[config.mk]
export PLATFORM = sky130hd
export DESIGN_NAME = gate_lut_unit_flat
export DESIGN_NICKNAME = d
export VERILOG_FILES = /design/src/rtl/gate_lut_pkg.sv /design/src/rtl/gate_lut_if.sv /design/src/rtl/gate_lut_eval.sv /design/src/rtl/gate_lut_unit.sv /design/src/flat_wrapper.sv
export SDC_FILE = /design/constraint.sdc
export NUM_CORES = 1
export LEC_CHECK = 0
export CORE_AREA = 2 2 48 50
export DETAILED_ROUTE_END_ITERATION = 7
export DIE_AREA = 0 0 50 52
export HOLD_SLACK_MARGIN = 0.05
export PLACE_DENSITY_LB_ADDON = 0.25
export RECOVER_POWER = 100
export SLEW_MARGIN = 10
export SYNTH_ARGS = -nofsm -noshare
export SYNTH_HDL_FRONTEND = slang
export SYNTH_SLANG_ARGS = --single-unit
[constraint.sdc]
create_clock -name clk -period 1.7 [get_ports clk]
set_clock_uncertainty 0.2 [all_clocks]
set_input_delay 0.255 -clock clk [delete_from_list [all_inputs] [get_ports clk]]
set_output_delay 0.255 -clock clk [all_outputs]
set_load 0.005 [all_outputs]
[src/rtl/gate_lut_pkg.sv]
// gate_lut_pkg: shared types and named truth-table codes for gate_lut_unit.
// Codes index bits by {a,b}: bit0 = f(0,0), bit3 = f(1,1).
package gate_lut_pkg;

  typedef logic [3:0] tt_t;

  typedef enum logic [2:0] {
    ST_IDLE,
    ST_S0,
    ST_S1,
    ST_S2,
    ST_S3,
    ST_DONE
  } sweep_st_e;

  localparam tt_t TT_AND     = 4'b1000;
  localparam tt_t TT_OR      = 4'b1110;
  localparam tt_t TT_XOR     = 4'b0110;
  localparam tt_t TT_NAND    = 4'b0111;
  localparam tt_t TT_OR_NOTB = 4'b1101;

endpackage

[src/rtl/gate_lut_if.sv]
// gate_lut_if: operand/result valid-ready bundle for gate_lut_unit.
// master = producer/consumer side, slave = the unit.
interface gate_lut_if #(
  parameter int WIDTH = 8
);
  logic             in_valid;
  logic             in_ready;
  logic [WIDTH-1:0] in_a;
  logic [WIDTH-1:0] in_b;
  logic             out_valid;
  logic             out_ready;
  logic [WIDTH-1:0] out_s;

  modport master (
    output in_valid, in_a, in_b, out_ready,
    input  in_ready, out_valid, out_s
  );

  modport slave (
    input  in_valid, in_a, in_b, out_ready,
    output in_ready, out_valid, out_s
  );
endinterface

[src/rtl/gate_lut_eval.sv]
// gate_lut_eval: combinational bitwise two-input LUT.
// Each result bit is tt indexed by {a[i], b[i]}.
module gate_lut_eval
  import gate_lut_pkg::*;
#(
  parameter int WIDTH = 8
) (
  input  tt_t              tt,
  input  logic [WIDTH-1:0] a,
  input  logic [WIDTH-1:0] b,
  output logic [WIDTH-1:0] s
);

  always_comb begin
    s = '0;
    for (int i = 0; i < WIDTH; i++) begin
      s[i] = tt[{a[i], b[i]}];
    end
  end

endmodule

[src/rtl/gate_lut_unit.sv]
// gate_lut_unit: registered 16-function bitwise logic stage, valid/ready.
// Optional truth-table self-check sweep under GATE_LUT_SWEEP_EN.
module gate_lut_unit
  import gate_lut_pkg::*;
#(
  parameter int  WIDTH    = 8,
  parameter tt_t TT_RESET = TT_OR_NOTB
) (
  input  logic       clk,
  input  logic       rst_n,
  input  logic       cfg_we,
  input  tt_t        cfg_tt,
  input  logic       start,
  output logic       busy,
  output logic       done,
  output tt_t        sweep_tt,
  output logic       match,
  gate_lut_if.slave  bus
);

  tt_t              tt_q, tt_d;
  logic             out_valid_q, out_valid_d;
  logic [WIDTH-1:0] out_s_q, out_s_d;
  logic [WIDTH-1:0] eval_a, eval_b, eval_s;
  logic             xfer;

  gate_lut_eval #(.WIDTH(WIDTH)) u_eval (
    .tt (tt_q),
    .a  (eval_a),
    .b  (eval_b),
    .s  (eval_s)
  );

`ifdef GATE_LUT_SWEEP_EN
  sweep_st_e st_q, st_d;
  tt_t       sw_tt_q, sw_tt_d;
  logic      match_q, match_d;
  logic      agree_q, agree_d;
  logic      sweeping;
  logic [1:0] sw_idx;

  always_comb begin
    sweeping = 1'b1;
    sw_idx   = 2'd0;
    unique case (st_q)
      ST_S0:   sw_idx = 2'd0;
      ST_S1:   sw_idx = 2'd1;
      ST_S2:   sw_idx = 2'd2;
      ST_S3:   sw_idx = 2'd3;
      default: sweeping = 1'b0;
    endcase
  end

  // Sweep owns the evaluator; datapath is blocked by in_ready meanwhile
  assign eval_a = sweeping ? {WIDTH{sw_idx[1]}} : bus.in_a;
  assign eval_b = sweeping ? {WIDTH{sw_idx[0]}} : bus.in_b;

  always_comb begin
    st_d    = st_q;
    sw_tt_d = sw_tt_q;
    match_d = match_q;
    agree_d = agree_q;
    unique case (st_q)
      ST_IDLE: if (start) begin
        st_d    = ST_S0;
        sw_tt_d = '0;
        match_d = 1'b0;
        agree_d = 1'b1;
      end
      ST_S0:   st_d = ST_S1;
      ST_S1:   st_d = ST_S2;
      ST_S2:   st_d = ST_S3;
      ST_S3:   st_d = ST_DONE;
      ST_DONE: st_d = ST_IDLE;
      default: st_d = ST_IDLE;
    endcase
    if (sweeping) begin
      sw_tt_d[sw_idx] = eval_s[0];
      if (eval_s != {WIDTH{eval_s[0]}}) agree_d = 1'b0;
    end
    if (st_q == ST_S3) match_d = agree_d && (sw_tt_d == tt_q);
  end

  always_ff @(posedge clk or negedge rst_n) begin
    if (!rst_n) begin
      st_q    <= ST_IDLE;
      sw_tt_q <= '0;
      match_q <= 1'b0;
      agree_q <= 1'b1;
    end else begin
      st_q    <= st_d;
      sw_tt_q <= sw_tt_d;
      match_q <= match_d;
      agree_q <= agree_d;
    end
  end

  assign busy     = sweeping;
  assign done     = (st_q == ST_DONE);
  assign sweep_tt = sw_tt_q;
  assign match    = match_q;
`else
  logic unused_start;

  assign unused_start = start;
  assign eval_a       = bus.in_a;
  assign eval_b       = bus.in_b;
  assign busy         = 1'b0;
  assign done         = 1'b0;
  assign sweep_tt     = '0;
  assign match        = 1'b0;
`endif

  assign bus.in_ready  = (!out_valid_q || bus.out_ready) && !busy;
  assign xfer          = bus.in_valid && bus.in_ready;
  assign bus.out_valid = out_valid_q;
  assign bus.out_s     = out_s_q;

  always_comb begin
    tt_d        = tt_q;
    out_s_d     = out_s_q;
    out_valid_d = out_valid_q;
    if (cfg_we && !busy) tt_d = cfg_tt;
    if (xfer) begin
      out_s_d     = eval_s;
      out_valid_d = 1'b1;
    end else if (bus.out_ready) begin
      out_valid_d = 1'b0;
    end
  end

  always_ff @(posedge clk or negedge rst_n) begin
    if (!rst_n) begin
      tt_q        <= TT_RESET;
      out_s_q     <= '0;
      out_valid_q <= 1'b0;
    end else begin
      tt_q        <= tt_d;
      out_s_q     <= out_s_d;
      out_valid_q <= out_valid_d;
    end
  end

endmodule

[src/flat_wrapper.sv]
// flat-port wrapper written by rule: the top's interface ports become plain ports
module gate_lut_unit_flat import gate_lut_pkg::*;
#(
  parameter int  WIDTH    = 8,
  parameter tt_t TT_RESET = TT_OR_NOTB
)
  (clk, rst_n, cfg_we, cfg_tt, start, busy, done, sweep_tt, match, bus_in_valid, bus_in_a, bus_in_b, bus_out_ready, bus_in_ready, bus_out_valid, bus_out_s);
  gate_lut_if #(.WIDTH(WIDTH)) bus_i ();
  input  logic clk;
  input  logic rst_n;
  input  logic cfg_we;
  input  tt_t cfg_tt;
  input  logic start;
  output logic busy;
  output logic done;
  output tt_t sweep_tt;
  output logic match;
  input wire logic [$bits(bus_i.in_valid)-1:0] bus_in_valid;
  input wire logic [$bits(bus_i.in_a)-1:0] bus_in_a;
  input wire logic [$bits(bus_i.in_b)-1:0] bus_in_b;
  input wire logic [$bits(bus_i.out_ready)-1:0] bus_out_ready;
  output wire logic [$bits(bus_i.in_ready)-1:0] bus_in_ready;
  output wire logic [$bits(bus_i.out_valid)-1:0] bus_out_valid;
  output wire logic [$bits(bus_i.out_s)-1:0] bus_out_s;
  assign bus_i.in_valid = bus_in_valid;
  assign bus_i.in_a = bus_in_a;
  assign bus_i.in_b = bus_in_b;
  assign bus_i.out_ready = bus_out_ready;
  assign bus_in_ready = bus_i.in_ready;
  assign bus_out_valid = bus_i.out_valid;
  assign bus_out_s = bus_i.out_s;
  gate_lut_unit #(.WIDTH(WIDTH), .TT_RESET(TT_RESET)) u_core (.clk(clk), .rst_n(rst_n), .cfg_we(cfg_we), .cfg_tt(cfg_tt), .start(start), .busy(busy), .done(done), .sweep_tt(sweep_tt), .match(match), .bus(bus_i));
endmodule
# Word level (Yosys, flattened, before mapping)
# Index checks and enable logic that the tools add are counted.
op_classes:
  magnitude_cmp: 8
  muxes: 18
  n_reduce_logical: 4
ops:
  columns: ["cell", "count"]
  rows:
  - ["$lt A2 B3 Y1 const B", 8]
  - ["$bmux W1 S2", 8]
  - ["$mux W1", 10]
  - ["$reduce_bool A2 Y1", 1]
  - ["$logic_and A1 B1 Y1", 1]
  - ["$logic_not A1 Y1", 1]
  - ["$logic_or A1 B1 Y1", 1]
word_totals:
  reg_bits: 13
  in_bits: 26
  wordCells: 33

# Logic depth before layout (Yosys ltp)
# Gate-level depths: netlist of run 1.
logic_depth:
  ltp_word: 4
  mapped_depth: 3
  depth_no_buf: 3

# Modules after synthesis
# A second synthesis of run 1 with hierarchy kept.
unflattened:
  hier_cells: 44
  hier_area_um2: 770.7
by_module_without_submodules:
  columns: ["mod", "n_inst", "cells_per_inst", "area_each_um2", "seq_area_each_um2"]
  rows:
  - ["gate_lut_unit", 1, 36, 590.6, 329.1]
  - ["gate_lut_eval", 1, 8, 180.2, 0.0]

# Worst setup path after synthesis of run 1
# Ideal clock, no wire load.
synth_path:
  kind: "register to register"
  startpoint: "register u_core.tt_q[1]"
  endpoint: "register u_core.out_s_q[0], in the netlist u_core.bus.out_s[0]"
  arrival_ns: 1.105
  setup_slack_ns: 0.270
  stages_incl_launch_ff: 3
  path_buffers: 0
  period_less_slack_ns: 1.430
  cell_sequence: "dfrtp_1 > mux4_2 > mux2_2"
synth_between:
  elab_chain_cells: 2
synth_rtl:
  columns: ["item", "line_no", "rtl"]
  rows:
  - ["start, declared", "gate_lut_unit.sv:21", "tt_t tt_q, tt_d;"]
  - ["start signal, assigned", "gate_lut_unit.sv:138", "tt_q <= tt_d;"]
  - ["$bmux W1 S2", "gate_lut_eval.sv:17", "s[i] = tt[{a[i], b[i]}];"]
  - ["$mux W1 (implied by the code)", "gate_lut_eval.sv:17", null]
  - ["end signal, assigned", "gate_lut_unit.sv:139", "out_s_q <= out_s_d;"]
  - ["end, declared", "gate_lut_unit.sv:23", "logic [WIDTH-1:0] out_s_q, out_s_d;"]
# No other way between the ends. The select of a mux whose other input is x is not followed.
# A chain may end at the register's enable or synchronous reset.

# Worst setup path after layout of run 1
layout_path:
  startpoint: "register u_core.out_s_q[2], in the netlist u_core.bus.out_s[2]"
  endpoint: "output bus_out_s[2]"
layout_rtl:
  columns: ["item", "line_no", "rtl"]
  rows:
  - ["end, declared", "flat_wrapper.sv:24", "output wire logic [$bits(bus_i.out_s)-1:0] bus_out_s;"]
# No word-level cell between the ends.

==> impl_results.md, run 1 <==
* Hold-critical path depth at 1
* Synth top cells by count: dfrtp_1, mux2_2, mux4_2
* Final setup viols at 0
* Fin crit share at 0.933
* Starting density of the core at 0.342
* Critical Path AT at around 1.1 ns
* Buffers on Ports at 34
* Hold endpoint: u_core.bus.out_s[0]$_DFFE_PN0P_
* Startpoint types: register
* Final Hold Viols at 0
* Reg-to-reg startpoint: u_core.tt_q[1]$_DFFE_PN0P_
* Crit path launch: u_core.bus.out_s[2]$_DFFE_PN0P_
* Layout cells sized above 1 at 0.293
* GRT busiest layer: met2
* Total CTS buffers at 3
* CP Class: reg -> out
* Wire per inst at between 10 and 15 µm
* Maximum clock path buffer count at 2
* Synth area leaders: dfrtp_1, mux4_2, mux2_2, dfstp_2, buf_4
* Post-DR vias/cell at 4.68
* Net Sw Frac at 0.241
* CP top delay family: buffers and inverters
* # clock sinks at 13
* Crit path cell chain: clkdlybuf4s50_1
* Number of post-CTS setup repair buffers at 0
* Worst-skew pair later-pin latency at 0.27 ns
* Final Util at 0.519
* #FFs+latches synth at 13
* R2R depth at 2
* Total Wirelength at between 1500 and 2000 µm
* P_sw at roughly 220 µW
* Routed vias at 515
* DIE WIDTH at ~50 µm
* GRT met1 Usage at 0.131
* Row count at 17
* Die area at about 2600 µm²
* Post-DRT Antenna Nets at 0
* Antenna violations before repair at 0
* Pwr Density at 819 nW/µm²
* DR DRC count at 0
* Status: completed
* Worst flop-to-flop path endpoint: u_core.bus.out_s[5]$_DFFE_PN0P_
* CP required at around 1.2 ns
* DP HPWL at around 1200 µm
* Most frequent cell after synthesis: dfrtp_1
* First-pass DRT Iterations at 2
* Netlist Area Pre-Place at slightly above 700 µm²
* CP bufs+invs at 1
* GR Util met2 at 0.252
* Max cap viols at 0
* Boundary Pins at 43
* Sequential area share after synthesis at 0.457
* CTS clk-pin slew, worst paths at about 0.080 ns
* Share of the synthesized area in the top cell type at 0.348
* Library cells used by synthesis at 9
* CTS tree: yes
* Vert. Die Dim at 52 µm
* Async S/R FF share, synth at 1.00
* GR Util All Layers at 0.137
* Htree depth at 1
* Max stage delay cell, worst path: clkdlybuf4s50_1
* Core area at about 2100 µm²
* Syn Area/Cell at 16.4 µm²
* Top FF cell, synth: dfrtp_1
* Vias in the first global route at 579
* Synth area leader: dfrtp_1
* Max IR drop VDD at around 0.43 mV
* Max-slew violations at 0
* Int Pwr at roughly 680 µW
* Root buffer cell: clkbuf_4
* Worst min-delay path class: reg -> reg
* GP Congestion at 0.719
* DP Area at about 1100 µm²
* Clock group share of total power at 0.213
* Layout net count at 109
* Ant diodes at 0
* Delay of the slowest critical-path stage at 0.50 ns
* F_max at ~0.63 GHz
* Sequential share of power at 0.468
* Synth warn at 0
* Worst Tran Pin Value at between 0.6 and 0.7 ns
* Leak at 0.000429 µW
* RSZ-0062 raised after global routing: false
* Critical path endpoint category: output port
* Largest net degree at the start of global routing at 14
* GRT overflow at 0
* DRT iter0 DRCs at 5
* Hold Path Origin: u_core.bus.out_s[0]$_DFFE_PN0P_
* Worst-path fanout max at 2
* Area Overhead vs Synth at 52.0%
* Reg2reg setup slack at 0.17 ns
* Cells after Synth at 44
* Global-route wire length before repair at between 2000 and 3000 µm
* Layout Cell Area excl Fill at approximately 1100 µm²
* Slew HR at 0.550
* Comb power frac at 0.319
* Final worst path period need at approximately 1.6 ns
* Number of synthesized flops with an enable pin at 0
* M3 GR Usage at 0.0460
## routing by layer
| layer | wire (µm) | part of all wire |
|---|---|---|
| met5 | 0 | 0 |
| met2 | 851 | 0.56 |
| met1 | 541 | 0.36 |
| met3 | 107 | 0.071 |
| met4 | 8 | 0.0053 |
## worst max path at each step
stage | cells after the start | endpoint
floorplan | 2 | u_core.bus.out_s[0]$_DFFE_PN0P_
global placement | 3 | u_core.bus.out_s[7]$_DFFE_PN0P_
detailed placement | 3 | u_core.bus.out_s[3]$_DFFE_PN0P_
CTS | 1 | bus_out_valid
global route | 1 | bus_out_s[5]
finish | 1 | bus_out_s[2]
## placed cells by master, fill, tap and decap left out, drive strengths merged
cell type	instances
clkbuf	5
clkdlybuf4s50	31
conb	7
dfrtp	10
dfstp	3
dlygate4sd2	1
dlygate4sd3	2
mux2	12
mux4	8
nand2	1
nand2b	2
## flip-flops by register name (all words and copies together) (netlist names)
name                  flops
u_core.tt_q               4
u_core.bus.out_s          8
u_core.bus.out_valid      1
## cell families (layout without fill, tap and decap cells)
family,Yosys count,count (layout),synth area share
multiplexers,20,20,0.438
flip-flops,13,13,0.457
buffers and inverters,7,39,0.0730
other,1,7,0.00521
AND/OR/NAND/NOR,3,3,0.0261
## area by class of cell
type	instances	area, µm²
fillers	191	1010
clock buffers	4	26.3
multi-input cells	30	360
flip-flops and latches	13	329
well taps	28	35.0
repair buffers	35	343
## power by group through the flow
stage               sequential, µW  combinational, µW  clock [µW]
floorplan                      417                123           0
global placement               423                290           0
detailed placement             427                294           0
CTS                            422                295         202
global route                   431                309         218
finish                         419                286         191
## what timing repair did
action                                 CTS  global route
setup endpoints to repair                1             0
hold buffers                             0             0
gates resized for setup                  2             0
endpoints found under the hold margin    0             0
## stage by stage
| stage | total power [µW] | cells | hold WS, ns | setup WS [ns] | TNS (ns) |
|---|---|---|---|---|---|
| floorplan | 540 | 50 | -0.241 | 0.270 | 0 |
| global placement | 713 | 106 | 0.287 | -0.121 | -1.03 |
| detailed placement | 721 | 106 | 0.295 | -0.141 | -1.12 |
| CTS | 919 | 110 | 0.0767 | 0.0483 | 0 |
| global route | 958 | 110 | 0.330 | 0.0568 | 0 |
| finish | 895 | 110 | 0.308 | 0.114 | 0 |
No activity file was read; power rests on OpenSTA's default activity.
==> run 2, diff against run 1 <==
- CORE_AREA: 2 2 48 50 -> 2 2 46 48
- DIE_AREA: 0 0 50 52 -> 0 0 48 50
- GPL_TIMING_DRIVEN: unset -> 0
- clock period: 1.7 -> 2 ns (I/O delays scaled with it)
==> impl_results.md, run 2 (synthesis gave the netlist of run 1 again) <==
* Status: completed
* Final worst path period need at around 1.9 ns
* CP Class: in -> out
* Crit-path most repeated cell: clkdlybuf4s50_1
* DRT iter0 DRCs at 2 (-3)
* Number of post-CTS setup repair buffers at 0 (unchanged)
* Htree depth at 1 (unchanged)
* Delay of the slowest critical-path stage at 0.52 ns (+0.02 ns)
* Critical Path AT at 1.42 ns (+0.29 ns)
* First-pass DRT Iterations at 3 (+1)
* CTS resizes at 0 (-2)
* GP Congestion at 0.657 (-8.7%)
* Antenna violations before repair at 0 (unchanged)
* Layout cells sized above 1 at 0.364 (+0.0710)
* Wire per inst at 12.1 µm (-11%)
* CTS Hold Bufs at 0 (unchanged)
* Critical path endpoint category: output port
* Max-slew violations at 0 (unchanged)
* Core area at 1900 µm² (-9.7%)
* F_max at 0.521 GHz
* Maximum clock path buffer count at 2 (unchanged)
* Post-DR vias/cell at 4.53 (-3.2%)
* CP required at 1.50 ns (+0.26 ns)
* Fin crit share at 0.960
* Row count at 16 (-1)
* Final Hold Viols at 0 (unchanged)
* Max stage delay cell, worst path: clkdlybuf4s50_1
* Worst Tran Pin Value at 0.574 ns (-0.101 ns)
* P_sw at 186 µW (-14%)
* CTS tree: yes
* CTS clk-pin slew, worst paths at 0.09 ns (about the same)
* Area Overhead vs Synth at 59.0%
* Total Wirelength at 1400 µm (-7.4%)
* Largest register FFs at 8 (unchanged)
* Final Util at 0.601 (+0.0820)
* RSZ-0062 raised after global routing: false
* Int Pwr at 565 µW (-17%)
* DIE WIDTH at 48 µm (-4.0%)
* Routed vias at 521 (+1.2%)
* Clock group share of total power at 0.218 (+0.005)
* Starting density of the core at 0.378 (+0.0366)
* Global-route wire length before repair at 2390 µm (-4.4%)
* Worst min-delay path class: in -> async
* Most frequent cells in the layout: dlygate4sd3_1, clkdlybuf4s50_1, dfrtp_1
* Vert. Die Dim at 50 µm (-3.8%)
* # clock sinks at 13 (unchanged)
* Slew HR at 0.616 (+0.0663)
* Boundary Pins at 43 (unchanged)
* Worst-skew pair later-pin latency at 0.28 ns (about the same)
* GR Util All Layers at 0.144 (+0.00714)
* Total CTS buffers at 3 (unchanged)
* Root buffer cell: clkbuf_4
* Leak at 0.000473 µW (+10%)
* Sequential share of power at 0.469 (about the same)
* FF/Latch Area at 329 µm² (unchanged)
* DP HPWL at 1100 µm (-6.2%)
* Net Sw Frac at 0.248 (+0.00660)
* Largest net degree at the start of global routing at 14 (unchanged)
* CP top delay family: buffers and inverters
* Area of the multi-input gates at 360 µm² (unchanged)
* Worst-path fanout max at 3 (+1)
* CP bufs+invs at 2 (+1)
* Post-DRT Antenna Nets at 0 (unchanged)
* Comb power frac at 0.313 (-0.006)
* Vias in the first global route at 580 (+0.17%)
* Setup TNS at 0 ns (unchanged)
* Pwr Density at 656 nW/µm² (-20%)
* Max IR drop VDD at 0.297 mV (-31%)
* DR DRC count at 0 (unchanged)
* Crit path cell chain: clkdlybuf4s50_1, nand2b_1, clkdlybuf4s50_1
* GRT overflow at 0 (unchanged)
* Filler cell count at 150 (-21%)
* Max cap viols at 0 (unchanged)
* Most common cell after layout, fill and taps aside: dlygate4sd3_1
* Startpoint types: primary input
* Die area at 2400 µm² (-7.7%)
* Ant diodes at 0 (unchanged)
* Buffers on Ports at 34 (unchanged)
* Final setup viols at 0 (unchanged)
* Layout net count at 115 (+5.5%)
==> run 2: cell types whose count changed in the layout (fill, tap and decap cells not counted), sizes merged <==
| cell | delta |
|---|---|
| clkdlybuf4s50 | -16 |
| dlygate4sd2 | -1 |
| clkinv | +1 |
| dlygate4sd3 | +17 |
| buf | +7 |
| clkbuf | -2 |
==> run 2: power by group through the flow <==
| stage | clock network, µW | logic, µW | registers, µW |
|---|---|---|---|
| floorplan | 0 | 104 | 355 |
| CTS | 174 | 258 | 355 |
| global route | 189 | 257 | 363 |
| finish | 163 | 235 | 352 |
| detailed placement | 0 | 257 | 360 |
| global placement | 0 | 255 | 357 |
==> run 2: path summary, 6_finish.rpt <==
check	from	end	slack, ns	depth (start not counted)
setup reg to reg	u_core.tt_q[1]$_DFFE_PN0P_	u_core.bus.out_s[4]$_DFFE_PN0P_	0.47	2
setup / recovery	bus_out_ready	bus_in_ready	0.08	3
hold / removal	rst_n	u_core.bus.out_valid$_DFFE_PN0P_	0.25	1
hold reg to reg	u_core.bus.out_s[6]$_DFFE_PN0P_	u_core.bus.out_s[6]$_DFFE_PN0P_	0.30	1
min in group clk	u_core.bus.out_s[6]$_DFFE_PN0P_	u_core.bus.out_s[6]$_DFFE_PN0P_	0.30	1
max in group asynchronous	rst_n	u_core.bus.out_s[0]$_DFFE_PN0P_	0.97	1
==> run 2: cell type report <==
cell class                 instances  share of cell area
buffer                             7              0.0460
clock buffer                       3              0.0197
clock inverter                     1             0.00438
multi-input combinational         30               0.315
sequential                        13               0.288
tap                               27              0.0295
timing repair buffer              34               0.298
==> run 2: per-layer routing <==
layer	track usage	wire [µm]	vias up
met3	0.0440	125	0
li1	-	-	241
met1	0.164	561	254
met4	0.0676	0	0
met5	0	0	-
met2	0.236	711	26
==> run 2: through the flow <==
step	worst slack, ns	power, µW	cells	area, µm²	hold slack (ns)
floorplan	0.570	459	50	742	-0.196
global placement	0.0915	612	111	1120	0.288
detailed placement	0.0738	618	111	1120	0.293
CTS	0.0697	787	115	1140	0.202
global route	0.0251	809	115	1140	0.289
finish	0.0798	750	115	1140	0.251
